**config.mk**
```make
export PLATFORM = sky130hd
export DESIGN_NAME = hash_nonce_scheduler
export DESIGN_NICKNAME = d
export VERILOG_FILES = /design/src/rtl/hash_nonce_scheduler.sv
export SDC_FILE = /design/constraint.sdc
export NUM_CORES = 1
export LEC_CHECK = 0
export BUFFER_PORTS_ARGS = -buffer_cell sky130_fd_sc_hd__buf_2
export CAP_MARGIN = 20
export CORE_MARGIN = 2
export CORE_UTILIZATION = 30
export DETAILED_ROUTE_END_ITERATION = 6
export GPL_ROUTABILITY_DRIVEN = 0
export PLACE_DENSITY = 0.6
export SYNTH_ARGS = -nofsm -noshare
export SYNTH_HDL_FRONTEND = slang
export SYNTH_SLANG_ARGS = --single-unit
```
**constraint.sdc**
```tcl
create_clock -name clk -period 2.7 [get_ports clk]
set_clock_uncertainty 0.1 [all_clocks]
set_input_delay 0.405 -clock clk [delete_from_list [all_inputs] [get_ports clk]]
set_output_delay 0.405 -clock clk [all_outputs]
set_load 0.05 [all_outputs]
```
**src/rtl/hash_nonce_scheduler.sv**
```systemverilog
// hash_nonce_scheduler
//   Sequences the nonce search for the hash generator. Each candidate nonce
//   gets one LOAD cycle (count==0, block assembly loads {entrada, nonce}),
//   then HASH cycles while the core works, then one CHECK cycle comparing the
//   result against the latched target. Reports the winning nonce, exhaustion
//   of the nonce range, or a hash-core timeout.
//
//   Optional feature macro: HASH_SCHED_ABORT_EN
//     When defined, an 'abort' input forces DONE from LOAD/HASH/CHECK with
//     found=0, error=0 and the current nonce held.
module hash_nonce_scheduler #(
    parameter int unsigned HASH_W    = 24,
    parameter logic [31:0] MAX_NONCE = 32'hFFFF_FFFF,
    parameter int unsigned TIMEOUT   = 63
) (
    input  logic              clk,
    input  logic              reset,
    input  logic              start,
    input  logic [HASH_W-1:0] target,
    input  logic [HASH_W-1:0] hash_in,
    input  logic              hash_valid,
`ifdef HASH_SCHED_ABORT_EN
    input  logic              abort,
`endif
    output logic [31:0]       nonce,
    output logic [5:0]        count,
    output logic              busy,
    output logic              done,
    output logic              found,
    output logic [31:0]       golden_nonce,
    output logic              error
);

    // count parks at all-ones whenever no nonce is being loaded or hashed,
    // so the block assembly never sees a spurious load cycle.
    localparam logic [5:0] COUNT_PARK  = 6'h3F;
    localparam logic [5:0] TIMEOUT_CNT = 6'(TIMEOUT);

    typedef enum logic [2:0] {
        S_IDLE,
        S_LOAD,
        S_HASH,
        S_CHECK,
        S_DONE
    } state_t;

    state_t            state_q, state_d;
    logic [31:0]       nonce_q, nonce_d;
    logic [5:0]        count_q, count_d;
    logic              busy_q, busy_d;
    logic              done_q, done_d;
    logic              found_q, found_d;
    logic              error_q, error_d;
    logic [31:0]       golden_q, golden_d;
    logic [HASH_W-1:0] target_q, target_d;
    logic [HASH_W-1:0] hash_q, hash_d;

    // Next-state and next-output computation for the search sequencer.
    always_comb begin
        state_d  = state_q;
        nonce_d  = nonce_q;
        count_d  = COUNT_PARK;
        found_d  = found_q;
        error_d  = error_q;
        golden_d = golden_q;
        target_d = target_q;
        hash_d   = hash_q;

        case (state_q)
            S_IDLE, S_DONE: begin
                if (start) begin
                    target_d = target;
                    nonce_d  = '0;
                    found_d  = 1'b0;
                    error_d  = 1'b0;
                    count_d  = '0;
                    state_d  = S_LOAD;
                end
            end

            S_LOAD: begin
                count_d = 6'd1;
                state_d = S_HASH;
            end

            S_HASH: begin
                if (hash_valid) begin
                    hash_d  = hash_in;
                    state_d = S_CHECK;
                end else if (count_q == TIMEOUT_CNT) begin
                    error_d = 1'b1;
                    state_d = S_DONE;
                end else begin
                    count_d = count_q + 6'd1;
                end
            end

            S_CHECK: begin
                if (hash_q < target_q) begin
                    found_d  = 1'b1;
                    golden_d = nonce_q;
                    state_d  = S_DONE;
                end else if (nonce_q == MAX_NONCE) begin
                    found_d = 1'b0;
                    state_d = S_DONE;
                end else begin
                    nonce_d = nonce_q + 32'd1;
                    count_d = '0;
                    state_d = S_LOAD;
                end
            end

            default: begin
                state_d = S_IDLE;
            end
        endcase

`ifdef HASH_SCHED_ABORT_EN
        // Abort overrides whatever the busy states decided this cycle.
        if (abort && (state_q == S_LOAD || state_q == S_HASH || state_q == S_CHECK)) begin
            state_d  = S_DONE;
            found_d  = 1'b0;
            error_d  = 1'b0;
            nonce_d  = nonce_q;
            golden_d = golden_q;
            hash_d   = hash_q;
            count_d  = COUNT_PARK;
        end
`endif

        busy_d = (state_d == S_LOAD) || (state_d == S_HASH) || (state_d == S_CHECK);
        done_d = (state_d == S_DONE);
    end

    // State and registered outputs, synchronous active-high reset.
    always_ff @(posedge clk) begin
        if (reset) begin
            state_q  <= S_IDLE;
            nonce_q  <= '0;
            count_q  <= COUNT_PARK;
            busy_q   <= 1'b0;
            done_q   <= 1'b0;
            found_q  <= 1'b0;
            error_q  <= 1'b0;
            golden_q <= '0;
            target_q <= '0;
            hash_q   <= '0;
        end else begin
            state_q  <= state_d;
            nonce_q  <= nonce_d;
            count_q  <= count_d;
            busy_q   <= busy_d;
            done_q   <= done_d;
            found_q  <= found_d;
            error_q  <= error_d;
            golden_q <= golden_d;
            target_q <= target_d;
            hash_q   <= hash_d;
        end
    end

    assign nonce        = nonce_q;
    assign count        = count_q;
    assign busy         = busy_q;
    assign done         = done_q;
    assign found        = found_q;
    assign golden_nonce = golden_q;
    assign error        = error_q;

endmodule

```
==> impl_metrics.csv, run 1 <==
group,metric,value,unit
status,status,"finished clean",
power,leakagePower,0.003047,uW
power,internal_power,3756,uW
power,pwr-share-comb,0.179,
global_routing,grt.total_usage,0.1560,
final_layout,nets,902,
clock_tree,root_buffer,"clkbuf_16",
power,seqPwrFrac,0.382,
final_layout,postLayoutCoreUtil,0.4140,
clock_tree,cts_tree,"done",
floorplan,fp.coreArea,18150,um2
detailed_routing,dr.first_iter.drc_count,350,
floorplan,die_w,140.5,um
setup_path,crit_path_end_kind,"flip-flop",
setup_path,crit_required,2950,ps
detailed_routing,dr_total_vias,5142,
setup_path,reg2reg_slack,70,ps
detailed_routing,firstDrtPassIters,4,
sta,slew_headroom,0.5447,
placed_design,dp_hpwl,10730,um
sta,slew_violations,0,
power,power_switching,1413,uW
sta,fmax,380.8,MHz
clock_tree,cts.path.max_buffers,2,
global_routing,grt_overflow,0,
synthesis,synth_cell_types,48,
setup_path,cp-start-kind,"flip-flop",
power,power.density,687.9,nW/um2
global_routing,grt_pass1_wl,24600,um
floorplan,rows,49,
placed_design,dp_cells,1026,
setup_path,crit_fanout,10,
synthesis,syn_area,5587,um2
floorplan,ios,126,
detailed_routing,drc,0,
synthesis,ys_ff_latch,125,
hold_path,hold_path.class,"in -> reg",
sta,period_minus_slack,2626,ps
synthesis,synth_area_leader_cell,"dfxtp_1",
power,total_power,5169,uW
final_layout,antenna_cells,0,
sta,rsz0062_at_grt,"yes",
final_layout,drive_gt1_frac,0.2736,
floorplan,die_y,140.5,um
sta,hold_viol,0,
detailed_routing,routed_wl,15500,um
hold_path,whs_endpoint,"target_q[8]",
sta,setup_violations,0,
flow_run,max_cap_violations,0,
power,switching_share,0.2734,
synthesis,ys_warn_count,0,
global_routing,grt_pass1_vias,4813,
synthesis,synth_top_area_share,0.4479,
clock_tree,clock_sinks,125,
detailed_routing,vias_per_cell,4.824,
final_layout,syn_to_final_growth,34.49,%
setup_path,worst_r2r_endpoint,"nonce[23]",
setup_path,cp.arrival,2870,ps
global_routing,antenna_found_initial,0,
synthesis,seq_area_frac_synth,0.4479,
setup_path,ff2ff_path_depth,11,
setup_path,critPathKind,"reg -> reg",
floorplan,start_util,0.3078,
synthesis,synth.net_count,746,
hold_path,hold_depth,3,
sta,fin_crit_sh,0.9725,
power,vdd_drop_max,450.8,uV
final_layout,fin_area,7513,um2
placed_design,place.port_buffers,125,
placed_design,placed_cell_area,6626,um2
setup_path,rr_startpoint,"target_q[22]",
detailed_routing,drtAntennaViolNets,0,
sta,tightest_slew,675.8,ps
hold_path,hold_start,"target[8]",
detailed_routing,wl_per_cell,14.54,um
synthesis,ys_top_cells_by_area,"dfxtp_1 (45%), nand2_1 (8.4%), a21oi_1 (7.4%)",
power,p_clk_frac,0.439,
clock_tree,cts_buffers,17,
final_layout,final_common_cell,"buf_2",
synthesis,synth_cells,669,
floorplan,die_area,19730,um2
clock_tree,clk_pin_slew_worst_paths,50,ps
final_layout,final_cell_mix,"buf_2 (125), nand2_1 (123), dfxtp_1 (121), a21oi_1 (83), nor2_1 (53)",
clock_tree,htree_num_levels,4,
global_routing,grt_max_degree,41,
final_layout,final_cells,1066,
synthesis,avgSynthCellArea,8.351,um2
clock_tree,clk-insertion-delay-late,410,ps
-- flip-flops by register name, indices dropped and copies added (netlist names) --
signal        count
target_q         24
found             1
nonce            32
hash_q           24
error             1
busy              1
count             6
golden_nonce     32
done              1
state_q           3
-- worst max-delay path, stage by stage (launching register included) --
cell,delay (ps)
dfxtp_2,330
inv_2,40
ha_4,280
nand4_4,110
nor4_4,340
nand2_2,120
o2111ai_4,240
buf_12,160
buf_12,100
nand2_4,90
or4_1,500
a21oi_1,140
-- metrics by stage --
step                setup TNS, ps  hold slack, ps  setup WS, ps
floorplan                       0           331.2         123.9
global placement                0           344.7         95.09
detailed placement              0           346.6         40.89
CTS                             0           108.2         21.43
global route               -67.67           107.8        -35.53
finish                          0           125.8         74.28
-- cells in the mapped netlist (all sizes together) --
master	n
or4	14
o21ai	21
nand2	127
buf	10
a31oi	2
o2111ai	2
nor4	3
a21o	5
a211oi	2
o311ai	1
xnor2	1
ha	25
clkbuf	22
nand3	18
nand4	13
or4b	1
or3	11
nor2	54
a2111oi	1
o211ai	4
inv	34
xor2	5
mux2i	34
and2	4
o211a	1
o21a	2
nand2b	1
and3	10
o21bai	1
a21oi	83
nor3	9
a22oi	2
dfxtp	125
nor2b	3
o31ai	13
and4	2
or2	3
-- how the worst max path moves through the flow --
stage                             from   endpoint  slack (ps)
after floorplan               nonce[0]   nonce[0]         120
after global placement    target_q[23]   nonce[6]         100
after detailed placement  target_q[22]   nonce[6]          40
after CTS                 target_q[22]   nonce[4]          20
after global routing      target_q[22]  nonce[16]         -40
final                     target_q[22]  nonce[23]          70
-- layer usage --
layer	track usage	part of all wire
met1	0.2068	0.48
met4	0.06474	0.020
met5	0	0
met2	0.2384	0.45
met3	0.04513	0.053
-- power groups by stage --
stage          Clock [uW]  Combinational (uW)  Sequential (uW)
6_report             2270                 923             1980
4_1_cts              2320                 737             1970
2_1_floorplan           0                 460             2070
3_3_place_gp            0                 727             2010
3_5_place_dp            0                 733             2010
5_1_grt              2400                1010             1980
-- cell type report --
class	instances	area (um2)
inverters	34	127.6
flip-flops and latches	125	2507
repair buffers	166	996.0
multi-input cells	481	3008
clock buffers	25	505.5
well taps	229	286.5
clock inverters	6	82.58
fillers	1824	10630
-- cell families (layout without fill, tap and decap cells) --
family	Yosys count	after routing	share of synthesized area
simple gates	273	276	0.2300
compound gates	140	140	0.1456
flops	125	125	0.4479
buf+inv	66	231	0.05017
mux	34	34	0.06092
fa+ha+maj	25	25	0.05599
xor+xnor	6	6	0.009406
-- timing repair --
action	in CTS	in global routing
hold buffers	0	0
hold endpoints to repair	0	0
setup endpoints to repair	0	60
gates resized for setup	0	31
setup buffers	0	6
Power figures use the tool's default switching activity.
==> run 2, diff against run 1 <==
--- a/config.mk
+++ b/config.mk
@@ -7,7 +7,6 @@
 export LEC_CHECK = 0
 export BUFFER_PORTS_ARGS = -buffer_cell sky130_fd_sc_hd__buf_2
 export CAP_MARGIN = 20
-export CORE_MARGIN = 2
 export CORE_UTILIZATION = 30
 export DETAILED_ROUTE_END_ITERATION = 6
 export GPL_ROUTABILITY_DRIVEN = 0
==> impl_metrics.csv, run 2 (same netlist as run 1, synthesis figures left out) <==
group,metric,value,unit
status,status,"finished with violations",
status,violations,"design-rule violations",
setup_path,reg2reg_slack,90,ps
placed_design,place.port_buffers,125,
power,p_clk_frac,0.460,
global_routing,grt_pass1_wl,25260,um
hold_path,hold_path.class,"in -> reg",
final_layout,final_cells,1060,
clock_tree,holdBufCountCts,0,
power,seqPwrFrac,0.374,
final_layout,postLayoutCoreUtil,0.4146,
sta,setup_tns,0,ps
detailed_routing,vias_per_cell,4.772,
sta,fin_ws,92.74,ps
sta,period_minus_slack,2607,ps
power,switching_share,0.2663,
sta,fmax,383.5,MHz
clock_tree,clock_sinks,125,
global_routing,use_met1,0.2183,
detailed_routing,drtAntennaViolNets,0,
final_layout,multiInputGateArea,2954,um2
global_routing,grtUsageMet2,0.2664,
setup_path,ff2ff_path_depth,10,
power,power_switching,1404,uW
detailed_routing,wl_per_cell,14.42,um
detailed_routing,firstDrtPassIters,7,
sta,fin_crit_sh,0.9657,
hold_path,hold_start,"target[6]",
power,leakagePower,0.003054,uW
final_layout,drive_gt1_frac,0.2816,
setup_path,cp-start-kind,"flip-flop",
setup_path,crit_fanout,5,
clock_tree,clk-insertion-delay-late,410,ps
sta,slew_headroom,0.5520,
sta,hold_viol,0,
final_layout,fill_cells,1818,
power,power.density,703.1,nW/um2
global_routing,grt.total_usage,0.1667,
clock_tree,clk_pin_slew_worst_paths,60,ps
floorplan,die_area,19170,um2
placed_design,post-place-ws,65.22,ps
sta,rsz0062_at_grt,"yes",
sta,setup_violations,0,
floorplan,fp.coreArea,18090,um2
setup_path,crit_required,2940,ps
flow_run,max_cap_violations,0,
setup_path,worst_r2r_endpoint,"nonce[19]",
power,pwr-share-comb,0.166,
detailed_routing,dr_total_vias,5058,
setup_path,critPathKind,"reg -> reg",
setup_path,rr_startpoint,"target_q[16]",
global_routing,antenna_found_initial,0,
clock_tree,cts_tree,"done",
clock_tree,cts_buffers,17,
floorplan,die_w,138.5,um
floorplan,ios,126,
global_routing,grt_max_degree,60,
clock_tree,root_buffer,"clkbuf_16",
global_routing,grt_overflow,0,
clock_tree,htree_num_levels,4,
floorplan,rows,49,
setup_path,cp.arrival,2850,ps
floorplan,start_util,0.3089,
floorplan,die_y,138.5,um
detailed_routing,dr.first_iter.drc_count,347,
sta,slew_violations,0,
final_layout,nets,895,
detailed_routing,drc,20,
global_routing,grt_pass1_vias,4993,
detailed_routing,routed_wl,15280,um
final_layout,antenna_cells,0,
setup_path,crit_path_end_kind,"flip-flop",
final_layout,syn_to_final_growth,34.22,%
power,vdd_drop_max,430.5,uV
global_routing,grtUsageMet3,0.04122,
hold_path,hold_depth,3,
placed_design,dp_cells,1017,
sta,tightest_slew,672.0,ps
placed_design,dp_hpwl,10400,um
final_layout,seqCellArea,2507,um2
hold_path,whs_endpoint,"target_q[6]",
clock_tree,cts.path.max_buffers,2,
global_routing,busiest_layer,"met2",
power,internal_power,3868,uW
final_layout,final_cell_mix,"nand2_1 (125), buf_2 (125), dfxtp_1 (121), a21oi_1 (75), nor2_1 (54)",
==> run 2: cell types whose count changed in the layout (fill, tap and decap cells not counted), moves of 4 or more <==
cell | previous run | this run
o31ai_2 | 1 | 5
a21oi_1 | 83 | 75
ha_1 | 17 | 22
a21oi_2 | 0 | 8
buf_4 | 36 | 30
ha_4 | 8 | 3
o31ai_1 | 12 | 7
or4_4 | 0 | 4
or4_1 | 14 | 10
==> run 2: how the worst max path moves through the flow <==
stage	from	endpoint	cells past startpoint
6_report	target_q[16]	nonce[19]	10
5_1_grt	nonce[24]	nonce[0]	10
4_1_cts	target_q[23]	nonce[29]	10
3_5_place_dp	target_q[21]	golden_nonce[12]	10
3_3_place_gp	target_q[21]	golden_nonce[15]	10
2_1_floorplan	nonce[0]	nonce[0]	10
==> run 2: cell type report <==
cell class	count	share of cell area
timing repair buffer	162	0.1330
clock inverter	11	0.02203
sequential	125	0.3344
inverter	34	0.01702
tap	229	0.03821
multi-input combinational	478	0.3940
clock buffer	21	0.06141
==> run 2: worst max-delay path: stages (launching register included) <==
cell	delay (ps)
dfxtp_2	330
inv_2	50
ha_4	260
nand4_1	150
nor4_4	340
nand2_2	110
o2111ai_4	250
nand2_4	140
clkbuf_16	180
or4_1	460
a21oi_1	160
==> run 2: repair_timing <==
item / 4_1_cts / 5_1_grt
setup buffers: 0 / 8
setup endpoints to repair: 0 / 55
endpoints found under the hold margin: 0 / 0
gates resized for setup: 0 / 42
==> run 2: per-stage QoR <==
| step | cell area (um2) | hold slack (ps) | total power, uW |
|---|---|---|---|
| CTS | 7209 | 104.9 | 5189 |
| floorplan | 5587 | 331.2 | 2525 |
| global route | 7498 | 116.7 | 5515 |
| global placement | 6584 | 343.5 | 2750 |
| finish | 7498 | 123.6 | 5272 |
| detailed placement | 6584 | 347.3 | 2754 |
==> run 2: power by group through the flow <==
stage / logic (uW) / registers [uW] / clock network, uW
after global routing: 969 / 1980 / 2560
final: 875 / 1970 / 2420
after CTS: 749 / 1970 / 2470
after floorplan: 460 / 2070 / 0
after global placement: 740 / 2010 / 0
after detailed placement: 743 / 2010 / 0
==> run 2: routing by layer <==
| metal | share of wire | vias up | wire, um |
|---|---|---|---|
| met2 | 0.46 | 99 | 7029 |
| met5 | 0 | - | 0 |
| li1 | - | 2622 | - |
| met3 | 0.041 | 12 | 629 |
| met1 | 0.48 | 2325 | 7404 |
| met4 | 0.014 | 0 | 216 |
